--- config.mk ---
export PLATFORM = sky130hd
export DESIGN_NAME = vga_pixel_fetch
export DESIGN_NICKNAME = d
export VERILOG_FILES = /design/src/rtl/vga_pkg.sv /design/src/rtl/vga_delay_line.sv /design/src/rtl/vga_pixel_fetch.sv
export SDC_FILE = /design/constraint.sdc
export NUM_CORES = 1
export LEC_CHECK = 0
export ABC_AREA = 1
export BUFFER_PORTS_ARGS = -buffer_cell sky130_fd_sc_hd__buf_2
export CORE_MARGIN = 4
export CORE_UTILIZATION = 41
export CTS_CLUSTER_DIAMETER = 60
export DETAILED_ROUTE_END_ITERATION = 16
export PLACE_DENSITY = 0.66
export RECOVER_POWER = 100
export SETUP_SLACK_MARGIN = 0.15
export SYNTH_ARGS = -nofsm -noshare
export SYNTH_HDL_FRONTEND = slang
export SYNTH_SLANG_ARGS = --single-unit
--- constraint.sdc ---
create_clock -name CLK25MHZ -period 2 [get_ports CLK25MHZ]
set_input_delay 0.4 -clock CLK25MHZ [delete_from_list [all_inputs] [get_ports CLK25MHZ]]
set_output_delay 0.4 -clock CLK25MHZ [all_outputs]
set_load 0.02 [all_outputs]
--- src/rtl/vga_pkg.sv ---
// Shared VGA timing constants, fetch FSM states and RGB332 expansion.
// Used by the pixel fetch stage and its helpers.
package vga_pkg;

  localparam int H_TOTAL  = 800;
  localparam int V_TOTAL  = 525;
  localparam int H_ACTIVE = 640;
  localparam int V_ACTIVE = 480;

  typedef enum logic {
    WAIT_FRAME,
    ACTIVE
  } fetch_state_t;

  // Replicate the top bits so full-scale codes reach 8'hFF
  function automatic logic [23:0] rgb332_to_rgb888(input logic [7:0] d);
    return {d[7:5], d[7:5], d[7:6],
            d[4:2], d[4:2], d[4:3],
            {4{d[1:0]}}};
  endfunction

endpackage

--- src/rtl/vga_delay_line.sv ---
// Fixed-depth register pipeline with a per-bit reset value,
// used to keep sync and blanking aligned with fetched colour.
module vga_delay_line #(
  parameter int             W       = 1,
  parameter int             DEPTH   = 2,
  parameter logic [W-1:0]   RST_VAL = '0
) (
  input  logic         clk_i,
  input  logic         rst_ni,
  input  logic [W-1:0] d_i,
  output logic [W-1:0] q_o
);

  logic [W-1:0] pipe_q [DEPTH];

  always_ff @(posedge clk_i or negedge rst_ni) begin
    if (!rst_ni) begin
      for (int i = 0; i < DEPTH; i++) pipe_q[i] <= RST_VAL;
    end else begin
      pipe_q[0] <= d_i;
      for (int i = 1; i < DEPTH; i++) pipe_q[i] <= pipe_q[i-1];
    end
  end

  assign q_o = pipe_q[DEPTH-1];

endmodule

--- src/rtl/vga_pixel_fetch.sv ---
// Framebuffer fetch ahead of the VGA sync stage: scaled addressing,
// RGB332 expansion and sync re-timing with a fixed 2-cycle latency.
module vga_pixel_fetch #(
  parameter int          H_ACTIVE    = 640,
  parameter int          V_ACTIVE    = 480,
  parameter int          IMG_W       = 160,
  parameter int          IMG_H       = 120,
  parameter int          SCALE_SHIFT = 2,
  parameter logic [7:0]  BORDER_RGB  = 8'h00
) (
  input  logic        CLK25MHZ,
  input  logic        RST_N,
  input  logic [9:0]  counter_x,
  input  logic [9:0]  counter_y,
  input  logic        hs_in,
  input  logic        vs_in,
  input  logic        enable,
  input  logic [7:0]  mem_rdata,
  output logic [14:0] mem_addr,
  output logic        mem_rd_en,
  output logic [7:0]  VGA_R,
  output logic [7:0]  VGA_G,
  output logic [7:0]  VGA_B,
  output logic        VGA_HS,
  output logic        VGA_VS,
  output logic        VGA_BLANK_N,
  output logic        frame_start
);
  import vga_pkg::*;

  localparam logic [9:0]  SUB_M    = 10'((1 << SCALE_SHIFT) - 1);
  localparam logic [9:0]  WIN_W    = 10'(IMG_W << SCALE_SHIFT);
  localparam logic [9:0]  WIN_H    = 10'(IMG_H << SCALE_SHIFT);
  localparam logic [9:0]  WIN_YL   = WIN_H - 10'd1;
  localparam logic [9:0]  X_LAST   = 10'(H_ACTIVE - 1);
  localparam logic [9:0]  Y_LAST   = 10'(V_ACTIVE - 1);
  localparam logic [14:0] ROW_STEP = 15'(IMG_W);

  fetch_state_t state_q, state_d;
  logic [9:0]   col_q, col_d, col_cur;
  logic [14:0]  row_q, row_d, row_cur;
  logic [14:0]  addr_q, addr_d;
  logic         rd_q, rd_d;
  logic         fs_q, vis1_q, vis2_q, rd2_q;
  logic         fs, act, in_win, run, line_end;
  logic [2:0]   sync_q;
  logic [23:0]  rgb;

  assign fs       = (counter_x == '0) && (counter_y == '0);
  assign act      = (counter_x <= X_LAST) && (counter_y <= Y_LAST);
  assign in_win   = (counter_x < WIN_W) && (counter_y < WIN_H);
  assign line_end = (counter_x == X_LAST);

  // enable only matters at the frame boundary
  always_comb begin
    state_d = state_q;
    run     = (state_q == ACTIVE);
    if (fs) begin
      state_d = enable ? ACTIVE : WAIT_FRAME;
      run     = enable;
    end else if (line_end && counter_y == Y_LAST && !enable) begin
      state_d = WAIT_FRAME;
    end
  end

  always_comb begin
    col_cur = (counter_x == '0) ? '0 : col_q;
    row_cur = fs ? '0 : row_q;
    col_d   = col_cur + {9'd0, (counter_x & SUB_M) == SUB_M};
    row_d   = row_cur;
    if (line_end) begin
      if (counter_y == Y_LAST) begin
        row_d = '0;
      end else if ((counter_y & SUB_M) == SUB_M
                   && counter_y < WIN_YL) begin
        row_d = row_cur + ROW_STEP;
      end
    end
    rd_d   = run && act && in_win;
    // hold the last legal address between reads
    addr_d = rd_d ? row_cur + 15'(col_cur) : addr_q;
  end

  always_ff @(posedge CLK25MHZ or negedge RST_N) begin
    if (!RST_N) begin
      state_q <= WAIT_FRAME;
      col_q   <= '0;
      row_q   <= '0;
      addr_q  <= '0;
      rd_q    <= 1'b0;
      fs_q    <= 1'b0;
      vis1_q  <= 1'b0;
      vis2_q  <= 1'b0;
      rd2_q   <= 1'b0;
    end else begin
      state_q <= state_d;
      col_q   <= col_d;
      row_q   <= row_d;
      addr_q  <= addr_d;
      rd_q    <= rd_d;
      fs_q    <= fs;
      vis1_q  <= run && act;
      vis2_q  <= vis1_q;
      rd2_q   <= rd_q;
    end
  end

  vga_delay_line #(
    .W       (3),
    .DEPTH   (2),
    .RST_VAL (3'b110)
  ) u_sync_dly (
    .clk_i  (CLK25MHZ),
    .rst_ni (RST_N),
    .d_i    ({hs_in, vs_in, act}),
    .q_o    (sync_q)
  );

  // memory data arrives in the same cycle as the delayed syncs
  always_comb begin
    rgb = '0;
    if (vis2_q) begin
      rgb = rd2_q ? rgb332_to_rgb888(mem_rdata)
                  : rgb332_to_rgb888(BORDER_RGB);
    end
  end

  assign {VGA_R, VGA_G, VGA_B}       = rgb;
  assign {VGA_HS, VGA_VS, VGA_BLANK_N} = sync_q;
  assign mem_addr    = addr_q;
  assign mem_rd_en   = rd_q;
  assign frame_start = fs_q;

endmodule

==> flow_summary.toml, run 1 <==
[timing]
clock_skew_ps = 9.65
tightest_slew_ps = 1070
fin_crit_sh = 1.15
setup_viol = 13
hold_viol = 0
fmax_mhz = 434
tns_ps = -1880
slew_headroom = 0.285
grt_setup_unrepaired = "true"
period_needed_ps = 2300
layout_setup_ws_ps = -303
final_max_slew_viol_count = 0
whs_ps = 171

[clock_network]
clockBufferDepth = 2
clock_sinks = 52
numCtsBuffers = 5
htree_levels = 2
cts_hold_buf = 0
cts_tree = "done"
cts-root-buf = "clkbuf_8"
path_clk_slew_ps = 100
clock_latency_ps = 310

[global_route]
antenna_found_initial = 0
met2_usage = 0.317
grt_pass1_vias = 3224
grt_pass1_wl_um = 14100
grt_overflow = 0
grt_start_max_net_pins = 33
globalRoute.busiestLayer = "met2"
grtUsageMet1 = 0.209
grt.total_usage = 0.179
use_met3 = 0.0404

[synth]
synth_flop_cell = "dfrtp_1"
ys.warnings.count = 0
avgSynthCellArea_um2 = 7.86
ys_ff_latch = 52
synth_cells = 412
syn-cell-area_um2 = 3240
ys_types = 38
yosysTopAreaCellShare = 0.371
synth_top_cell_by_area = "dfrtp_1"
syn_nets = 458
synth_area_leaders = "dfrtp_1 37%, nand2_1 9.4%, inv_1 7.0%, nor2_1 6.7%, ha_1 4.6%"
async_flop_share = 1.00
seq_area_frac_synth = 0.403
synth_edf_count = 0

[die]
ioPinCount = 77
core_area_um2 = 7690
rows = 32
initial_core_util = 0.421
fp.dieW_um = 96.9
dieArea_um2 = 9380
die_h_um = 96.9

[final_layout]
drive_gt1_frac = 0.518
fin_cells = 673
fin_area_um2 = 5070
nets = 616
synthToLayoutAreaGrowth_pct = 56.6
n_fill_cell = 619
diodes = 0

[detailed_routing]
drt_iter0_markers = 141
via_per_inst = 4.88
post_drt_wl_per_cell_um = 14.1
drc = 0
vias = 3285
firstDrtPassIters = 4
routed_wl_um = 9520
antenna_left = 0

[placed_design]
hpwl_um = 6110
port_buffers = 76
placed_cell_area_um2 = 4180
placed_cells = 638
place_congestion = 0.857

[critical_path]
endpoint_kind = "flip-flop"
path_class = "input port to flip-flop"
worstPathMaxFanout = 5
startpoint_type = "input port"
required_ps = 2210
crit_arrival_ps = 2510

[pwr]
ir_drop_uv = 413
p_per_area_nw_per_um2 = 672
p_total_mw = 3.41
p_leak_nw = 2.69

[status]
violations = "negative setup slack"
status = "complete, but fails checks"

[flow_run]
cap_violations = 0

[hold_path]
hold_path.class = "input port to flip-flop"
==> cell type report <==
class | count | area, um2 | share of cell area
flip-flops and latches | 52 | 1310 | 0.258
inverters | 63 | 249 | 0.0491
clock buffers | 6 | 82.6 | 0.0163
multi-input cells | 279 | 2070 | 0.409
repair buffers | 169 | 1220 | 0.240
well taps | 102 | 128 | 0.0252
clock inverters | 2 | 15.0 | 0.00296
==> path summary, 6_finish.rpt <==
path / endpoint / startpoint / slack (ps) / cells past startpoint
max in group asynchronous: mem_addr[12] / RST_N / 380 / 2
worst min register to register: u_sync_dly.q_o[0] / u_sync_dly.pipe_q[3] / 360 / 0
worst min-delay path: u_sync_dly.pipe_q[4] / vs_in / 170 / 1
min in group asynchronous: u_sync_dly.q_o[0] / RST_N / 250 / 1
worst max-delay path: mem_addr[9] / counter_y[6] / -300 / 19
worst max register to register: mem_addr[14] / col_q[0] / -40 / 15
==> cells by family after synthesis <==
logic type                 Yosys count  share of synthesized area
AOI/OAI and AO/OA                   36                     0.0618
xor gates and xnor gates            13                     0.0352
adders and majority gates           13                     0.0525
buffers and inverters               82                      0.121
DFF                                 52                      0.403
and+or+nand+nor                    216                      0.326
==> critical path, cell delays in order <==
cell,delay [ps]
buf_2,110
nor2_1,130
nand3_2,100
nor2_4,190
nand2_8,90
buf_6,130
nand2_4,70
inv_4,40
ha_4,260
nand3_2,80
nand2_2,110
a21oi_2,70
nand2_2,120
nand3b_4,100
or2_1,260
nand2_1,70
nand2_1,60
nand3_2,50
nand2_1,40
==> metrics by stage <==
| step | setup slack [ps] | util |
|---|---|---|
| finish | -303 | 0.660 |
| global route | -413 | 0.660 |
| CTS | -128 | 0.614 |
| detailed placement | -584 | 0.543 |
| global placement | -516 | 0.543 |
| floorplan | -349 | - |
==> placed cells by master (no fill, tap or decap), types with 4 or more instances in the layout <==
cell type,synthesis,routed
a21oi_1,15,8
a21oi_2,2,7
buf_2,0,53
buf_4,17,78
buf_6,1,21
buf_8,1,4
clkbuf_1,0,10
clkbuf_8,0,6
dfrtp_1,48,48
dfstp_2,4,4
ha_4,0,12
inv_1,60,51
inv_2,2,8
nand2_1,81,63
nand2_2,10,22
nand2_4,1,8
nand3_1,28,13
nand3_2,5,18
nand4_1,6,6
nor2_1,58,43
nor2_2,9,11
nor2_4,2,15
nor3_1,5,4
o21ai_1,5,8
xor2_1,8,8
==> cell usage after synthesis (2+ instances only) <==
cell / n
a21oi_1: 15
a21oi_2: 2
buf_4: 17
dfrtp_1: 48
dfstp_2: 4
ha_1: 12
inv_1: 60
inv_2: 2
nand2_1: 81
nand2_2: 10
nand3_1: 28
nand3_2: 5
nand3b_1: 3
nand4_1: 6
nor2_1: 58
nor2_2: 9
nor2_4: 2
nor3_1: 5
nor3_2: 3
o21ai_0: 9
o21ai_1: 5
xnor2_1: 5
xor2_1: 8
==> sequential cells by signal (all words and copies together), names as in the netlist, 3 cells and up <==
signal,count
mem_addr,15
u_sync_dly.q_o,3
u_sync_dly.pipe_q,3
row_q,15
col_q,10
==> layer usage <==
metal / share of wire / vias to the layer above
met2: 0.53 / 111
met4: 0.022 / 0
li1: - / 1601
met3: 0.060 / 16
met5: 0 / -
met1: 0.39 / 1557
==> where the power goes <==
group / total (mW) / switching (mW) / internal [mW] / leakage (nW)
combinational: 1.53 / 0.779 / 0.749 / 1.99
clock: 0.648 / 0.367 / 0.281 / 0.0434
sequential: 1.23 / 0.0832 / 1.15 / 0.660
==> timing repair <==
action                                  4_1_cts  5_1_grt
resized for setup                            66       76
setup buffers                                19        7
gates cloned                                  1        0
pin swaps                                    52       50
endpoints found under the hold margin         0        0
endpoints found under the setup margin       15       21
(Power assumes the default switching activity.)
==> run 2, diff against run 1 <==
--- a/config.mk
+++ b/config.mk
@@ -8,10 +8,10 @@
 export ABC_AREA = 1
 export BUFFER_PORTS_ARGS = -buffer_cell sky130_fd_sc_hd__buf_2
 export CORE_MARGIN = 4
-export CORE_UTILIZATION = 41
+export CORE_UTILIZATION = 49
 export CTS_CLUSTER_DIAMETER = 60
 export DETAILED_ROUTE_END_ITERATION = 16
-export PLACE_DENSITY = 0.66
+export PLACE_DENSITY = 0.77
 export RECOVER_POWER = 100
 export SETUP_SLACK_MARGIN = 0.15
 export SYNTH_ARGS = -nofsm -noshare
==> flow_summary.toml, run 2 (synthesis gave the netlist of run 1 again) <==
[final_layout]
diodes = 0
layout_common_cells = "75 x buf_4, 69 x nand2_1, 63 x buf_2, 54 x inv_1, 48 x dfrtp_1"
final_common_cell = "buf_4"
synthToLayoutAreaGrowth_pct = 44.0
fin_cells = 635
multiInputGateArea_um2 = 1840
fin_area_um2 = 4660
nets = 603
seqCellArea_um2 = 1310
n_fill_cell = 455
drive_gt1_frac = 0.468

[detailed_routing]
via_per_inst = 5.03
drt_iter0_markers = 137
antenna_left = 0
post_drt_wl_per_cell_um = 13.8
firstDrtPassIters = 4
drc = 0
routed_wl_um = 8760
vias = 3197

[timing]
period_needed_ps = 2260
layout_setup_ws_ps = -260
setup_viol = 11
tns_ps = -2030
grt_setup_unrepaired = "true"
fin_crit_sh = 1.13
fmax_mhz = 442
slew_headroom = 0.130
tightest_slew_ps = 1300
hold_viol = 0
clock_skew_ps = 8.01
final_max_slew_viol_count = 0

[critical_path]
endpoint_kind = "flip-flop"
r2r-end = "mem_addr[12]"
path_class = "input port to flip-flop"
crit_arrival_ps = 2470
cp_num_buf_inv = 3
reg2reg_slack_ps = -210
crit_family = "simple AND/OR/NAND/NOR gates"
path_cells = "buf_2 > nor2_4 > nand3_4 > nor2_8 > nand2_8 > nand2_4 > inv_4 > ha_4 > inv_2 > fa_2 > nor2_2 > nor2_2 > nor2_1 > nand3_2 > nand2_2 > nand2_2 > nand2_2 > nand3_2 > nand3_2 > nand2_1"
worstPathMaxFanout = 5
reg2reg_depth = 15
crit_path_max_incr_delay_ps = 390
rr_startpoint = "col_q[0]"
cp_slowest_cell = "fa_2"
startpoint_type = "input port"
required_ps = 2210

[clock_network]
clockBufferDepth = 2
cts_hold_buf = 0
path_clk_slew_ps = 100
clock_latency_ps = 310
cts-root-buf = "clkbuf_8"
numCtsBuffers = 5
htree_levels = 2
clock_sinks = 52
cts_tree = "done"

[hold_path]
hold_path.class = "input port to flip-flop"
min_to = "u_sync_dly.pipe_q[5]"
hold_start = "hs_in"
hold_depth = 1

[die]
core_area_um2 = 6390
die_h_um = 89.3
dieArea_um2 = 7970
fp.dieW_um = 89.3
rows = 29
initial_core_util = 0.507
ioPinCount = 77

[global_route]
grt_overflow = 0
grt_pass1_wl_um = 14000
grt.total_usage = 0.223
grt_start_max_net_pins = 28
grt_pass1_vias = 3241
antenna_found_initial = 0

[status]
status = "complete, but fails checks"
violations = "negative setup slack"

[flow_run]
cap_violations = 0

[pwr]
p_per_area_nw_per_um2 = 675
ir_drop_uv = 379
p_leak_nw = 2.65

[placed_design]
placed_cells = 609
hpwl_um = 6030
post-place-ws_ps = -572
port_buffers = 76
placed_cell_area_um2 = 4110
place_congestion = 0.892
-- run 2: cell types whose count changed in the layout (fill, tap and decap cells not counted), moves of 4 or more --
cell and change:
nand3_2 -7, ha_4 -7, nand3_1 +8, nor2_4 -9, nand2_1 +6, buf_6 -5
nor2_2 +6, buf_8 -4, buf_2 +10, clkbuf_1 -9, ha_1 +6, nand2_2 -7
-- run 2: final cells by class --
cell class              count  area share
clock inverters             2     0.00215
repair buffers            156       0.232
well taps                  77      0.0207
clock buffers               6      0.0177
flip-flops and latches     52       0.280
inverters                  63      0.0523
multi-input cells         279       0.395
-- run 2: per-layer routing --
layer | track usage | routed length (um) | up-vias | part of all wire
li1 | - | - | 1563 | -
met1 | 0.262 | 3410 | 1505 | 0.39
met2 | 0.419 | 4530 | 110 | 0.52
met3 | 0.0286 | 599 | 19 | 0.068
met4 | 0.0704 | 222 | 0 | 0.025
met5 | 0 | 0 | - | 0
-- run 2: power breakdown --
| part | switching (mW) | internal [mW] |
|---|---|---|
| Combinational | 0.668 | 0.640 |
| Clock | 0.352 | 0.277 |
| Sequential | 0.0609 | 1.15 |
-- run 2: what timing repair did --
item | in CTS | in global routing
endpoints found under the hold margin | 0 | 0
gates resized for setup | 44 | 38
cloned | 1 | 0
setup endpoints to repair | 14 | 18
pin swaps | 42 | 32
setup buffers | 14 | 3
-- run 2: worst max-delay path by stage --
| stage | startpoint | to | slack (ps) | depth (start not counted) |
|---|---|---|---|---|
| 2_1_floorplan | counter_x[8] | mem_addr[9] | -350 | 18 |
| 3_3_place_gp | counter_x[6] | mem_addr[12] | -480 | 20 |
| 3_5_place_dp | counter_y[9] | mem_addr[14] | -570 | 20 |
| 4_1_cts | counter_y[2] | mem_addr[10] | -160 | 19 |
| 5_1_grt | counter_x[8] | mem_addr[12] | -370 | 19 |
| 6_report | counter_x[4] | mem_addr[12] | -260 | 20 |
-- run 2: per-stage QoR --
stage                util  hold WS [ps]  total power, mW
floorplan               -           104             1.78
global placement    0.644           334             2.23
detailed placement  0.644           339             2.26
CTS                 0.703          92.2             2.99
global route        0.730           170             3.32
finish              0.730           174             3.15
==> run 3, diff against run 2 <==
--- a/config.mk
+++ b/config.mk
@@ -5,13 +5,13 @@
 export SDC_FILE = /design/constraint.sdc
 export NUM_CORES = 1
 export LEC_CHECK = 0
-export ABC_AREA = 1
+export ABC_AREA = 0
 export BUFFER_PORTS_ARGS = -buffer_cell sky130_fd_sc_hd__buf_2
 export CORE_MARGIN = 4
-export CORE_UTILIZATION = 49
+export CORE_UTILIZATION = 48
 export CTS_CLUSTER_DIAMETER = 60
 export DETAILED_ROUTE_END_ITERATION = 16
-export PLACE_DENSITY = 0.77
+export PLACE_DENSITY = 0.76
 export RECOVER_POWER = 100
 export SETUP_SLACK_MARGIN = 0.15
 export SYNTH_ARGS = -nofsm -noshare
==> flow_summary.toml, run 3 <==
[status]
violations = "negative setup slack"
status = "complete, but fails checks"

[timing]
hold_viol = 0
grt_setup_unrepaired = "true"
fmax_mhz = 329
slew_headroom = 0.251
fin_crit_sh = 1.52
clock_skew_ps = 19.5
layout_setup_ws_ps = -1040
period_needed_ps = 3040
final_max_slew_viol_count = 0
tightest_slew_ps = 1120
setup_viol = 30

[clock_network]
clock_sinks = 52
clock_latency_ps = 320
clockBufferDepth = 2
numCtsBuffers = 5
path_clk_slew_ps = 80
cts_tree = "done"
cts-root-buf = "clkbuf_8"
htree_levels = 2

[synth]
avgSynthCellArea_um2 = 9.42
seq_area_frac_synth = 0.429
ys_ff_latch = 52
synth_top_cell_by_area = "dfrtp_1"
ys.warnings.count = 0
async_flop_share = 1.00
synth_flop_cell = "dfrtp_1"
synth_common_cells = "48 x dfrtp_1, 27 x nand2_1, 26 x nor2_1"
synth_area_leaders = "dfrtp_1 39%, ha_1 4.9%, and3_1 4.1%, buf_4 3.9%, dfstp_2 3.5%"
yosysTopAreaCellShare = 0.395
synth_edf_count = 0
syn-cell-area_um2 = 3040
synth_cells = 323
yosysMostFrequentCell = "dfrtp_1"
ys_types = 56
syn_nets = 369

[global_route]
grt_pass1_wl_um = 15000
grt_overflow = 0
grt.total_usage = 0.252
grt_pass1_vias = 3221
antenna_found_initial = 0
grt_start_max_net_pins = 35

[final_layout]
diodes = 0
nets = 534
finalCoreUtilization = 0.807
drive_gt1_frac = 0.515
final_common_cell = "buf_4"
synthToLayoutAreaGrowth_pct = 59.7
layout_common_cells = "73 x buf_4, 49 x buf_2, 48 x dfrtp_1, 34 x buf_6"

[placed_design]
port_buffers = 76
hpwl_um = 6210
post-place-ws_ps = -1230
place_congestion = 0.895

[pwr]
switching_share = 0.310
p_comb_frac = 0.341
pwr-share-seq = 0.436
p_int_mw = 1.85
clkPwrFrac = 0.224
p_per_area_nw_per_um2 = 551
ir_drop_uv = 457
p_leak_nw = 2.43
power.net_switching_mw = 0.831

[detailed_routing]
post_drt_wl_per_cell_um = 19.1
firstDrtPassIters = 5
routed_wl_um = 10800
vias = 3372
via_per_inst = 5.98
antenna_left = 0
drt_iter0_markers = 208
drc = 0

[critical_path]
crit_arrival_ps = 3240
endpoint_kind = "flip-flop"
path_class = "input port to flip-flop"
startpoint_type = "input port"
required_ps = 2200
worstPathMaxFanout = 5

[die]
ioPinCount = 77
initial_core_util = 0.505
fp.dieW_um = 87.6
core_area_um2 = 6030
rows = 28
dieArea_um2 = 7680
die_h_um = 87.6

[flow_run]
cap_violations = 0

[hold_path]
hold_path.class = "input port to flip-flop"
[run 3: cell families after synthesis]
| group | after synthesis | synth area share |
|---|---|---|
| buffers and inverters | 36 | 0.0674 |
| AO/OA/AOI/OAI | 63 | 0.143 |
| flip-flops | 52 | 0.429 |
| multiplexers | 2 | 0.00658 |
| adder cells (fa/ha/maj) | 13 | 0.0559 |
| XOR/XNOR | 19 | 0.0547 |
| AND/OR/NAND/NOR | 138 | 0.243 |
[run 3: per-stage QoR]
step                      cells  power (mW)  area (um2)  hold slack, ps  TNS [ps]
after floorplan             323        1.53        3300             104    -16840
after global placement      528        1.83        4180             333    -23490
after detailed placement    528        1.85        4180             336    -24490
after CTS                   551        2.55        4650            42.7    -11520
after global routing        564        2.80        4860             174    -17470
final                       564        2.68        4860             186    -15380
[run 3: final timing paths]
check | startpoint | to | slack, ps | cells after the start
max in group asynchronous | RST_N | mem_addr[14] | 350 | 2
worst min register to register | u_sync_dly.pipe_q[3] | u_sync_dly.q_o[0] | 350 | 0
min in group asynchronous | RST_N | row_q[1] | 260 | 1
worst max-delay path | counter_x[2] | mem_addr[11] | -1040 | 12
worst min-delay path | vs_in | u_sync_dly.pipe_q[4] | 190 | 1
worst max register to register | row_q[0] | mem_addr[14] | -380 | 11
[run 3: area by class of cell]
class,instances,area (um2)
Sequential cell,52,1310
Timing Repair Buffer,178,1260
Multi-Input combinational cell,237,2060
Tap cell,75,93.8
Inverter,14,55.1
Fill cell,339,1160
Clock buffer,6,72.6
Clock inverter,2,12.5
[run 3: power by group through the flow]
stage	clock (mW)	sequential, mW	combinational, mW
2_1_floorplan	0	1.20	0.334
4_1_cts	0.599	1.16	0.787
5_1_grt	0.648	1.17	0.975
6_report	0.599	1.17	0.913
3_3_place_gp	0	1.18	0.656
3_5_place_dp	0	1.18	0.671
[run 3: what timing repair did]
item | 4_1_cts | 5_1_grt
pin swaps | 38 | 31
cloned | 2 | 0
endpoints found under the hold margin | 0 | 0
buffers inserted | 13 | 13
setup endpoints to repair | 35 | 36
gates resized for setup | 58 | 30
hold buffers | 0 | 0
[run 3: routing by layer]
| metal | vias to the layer above | wire (um) | global-route usage |
|---|---|---|---|
| met5 | - | 0 | 0 |
| li1 | 1486 | - | - |
| met3 | 56 | 1040 | 0.0395 |
| met1 | 1608 | 3780 | 0.276 |
| met2 | 222 | 5390 | 0.474 |
| met4 | 0 | 558 | 0.110 |
[run 3: worst max-delay path: stages]
cell and delay, ps:
buf_6 90, or4_4 570, or3_4 450, nand2_1 150, inv_1 70, ha_1 210
a21o_1 210, a21oi_2 160, o21ai_1 140, and2_1 190, or3_1 370, a32o_1 230
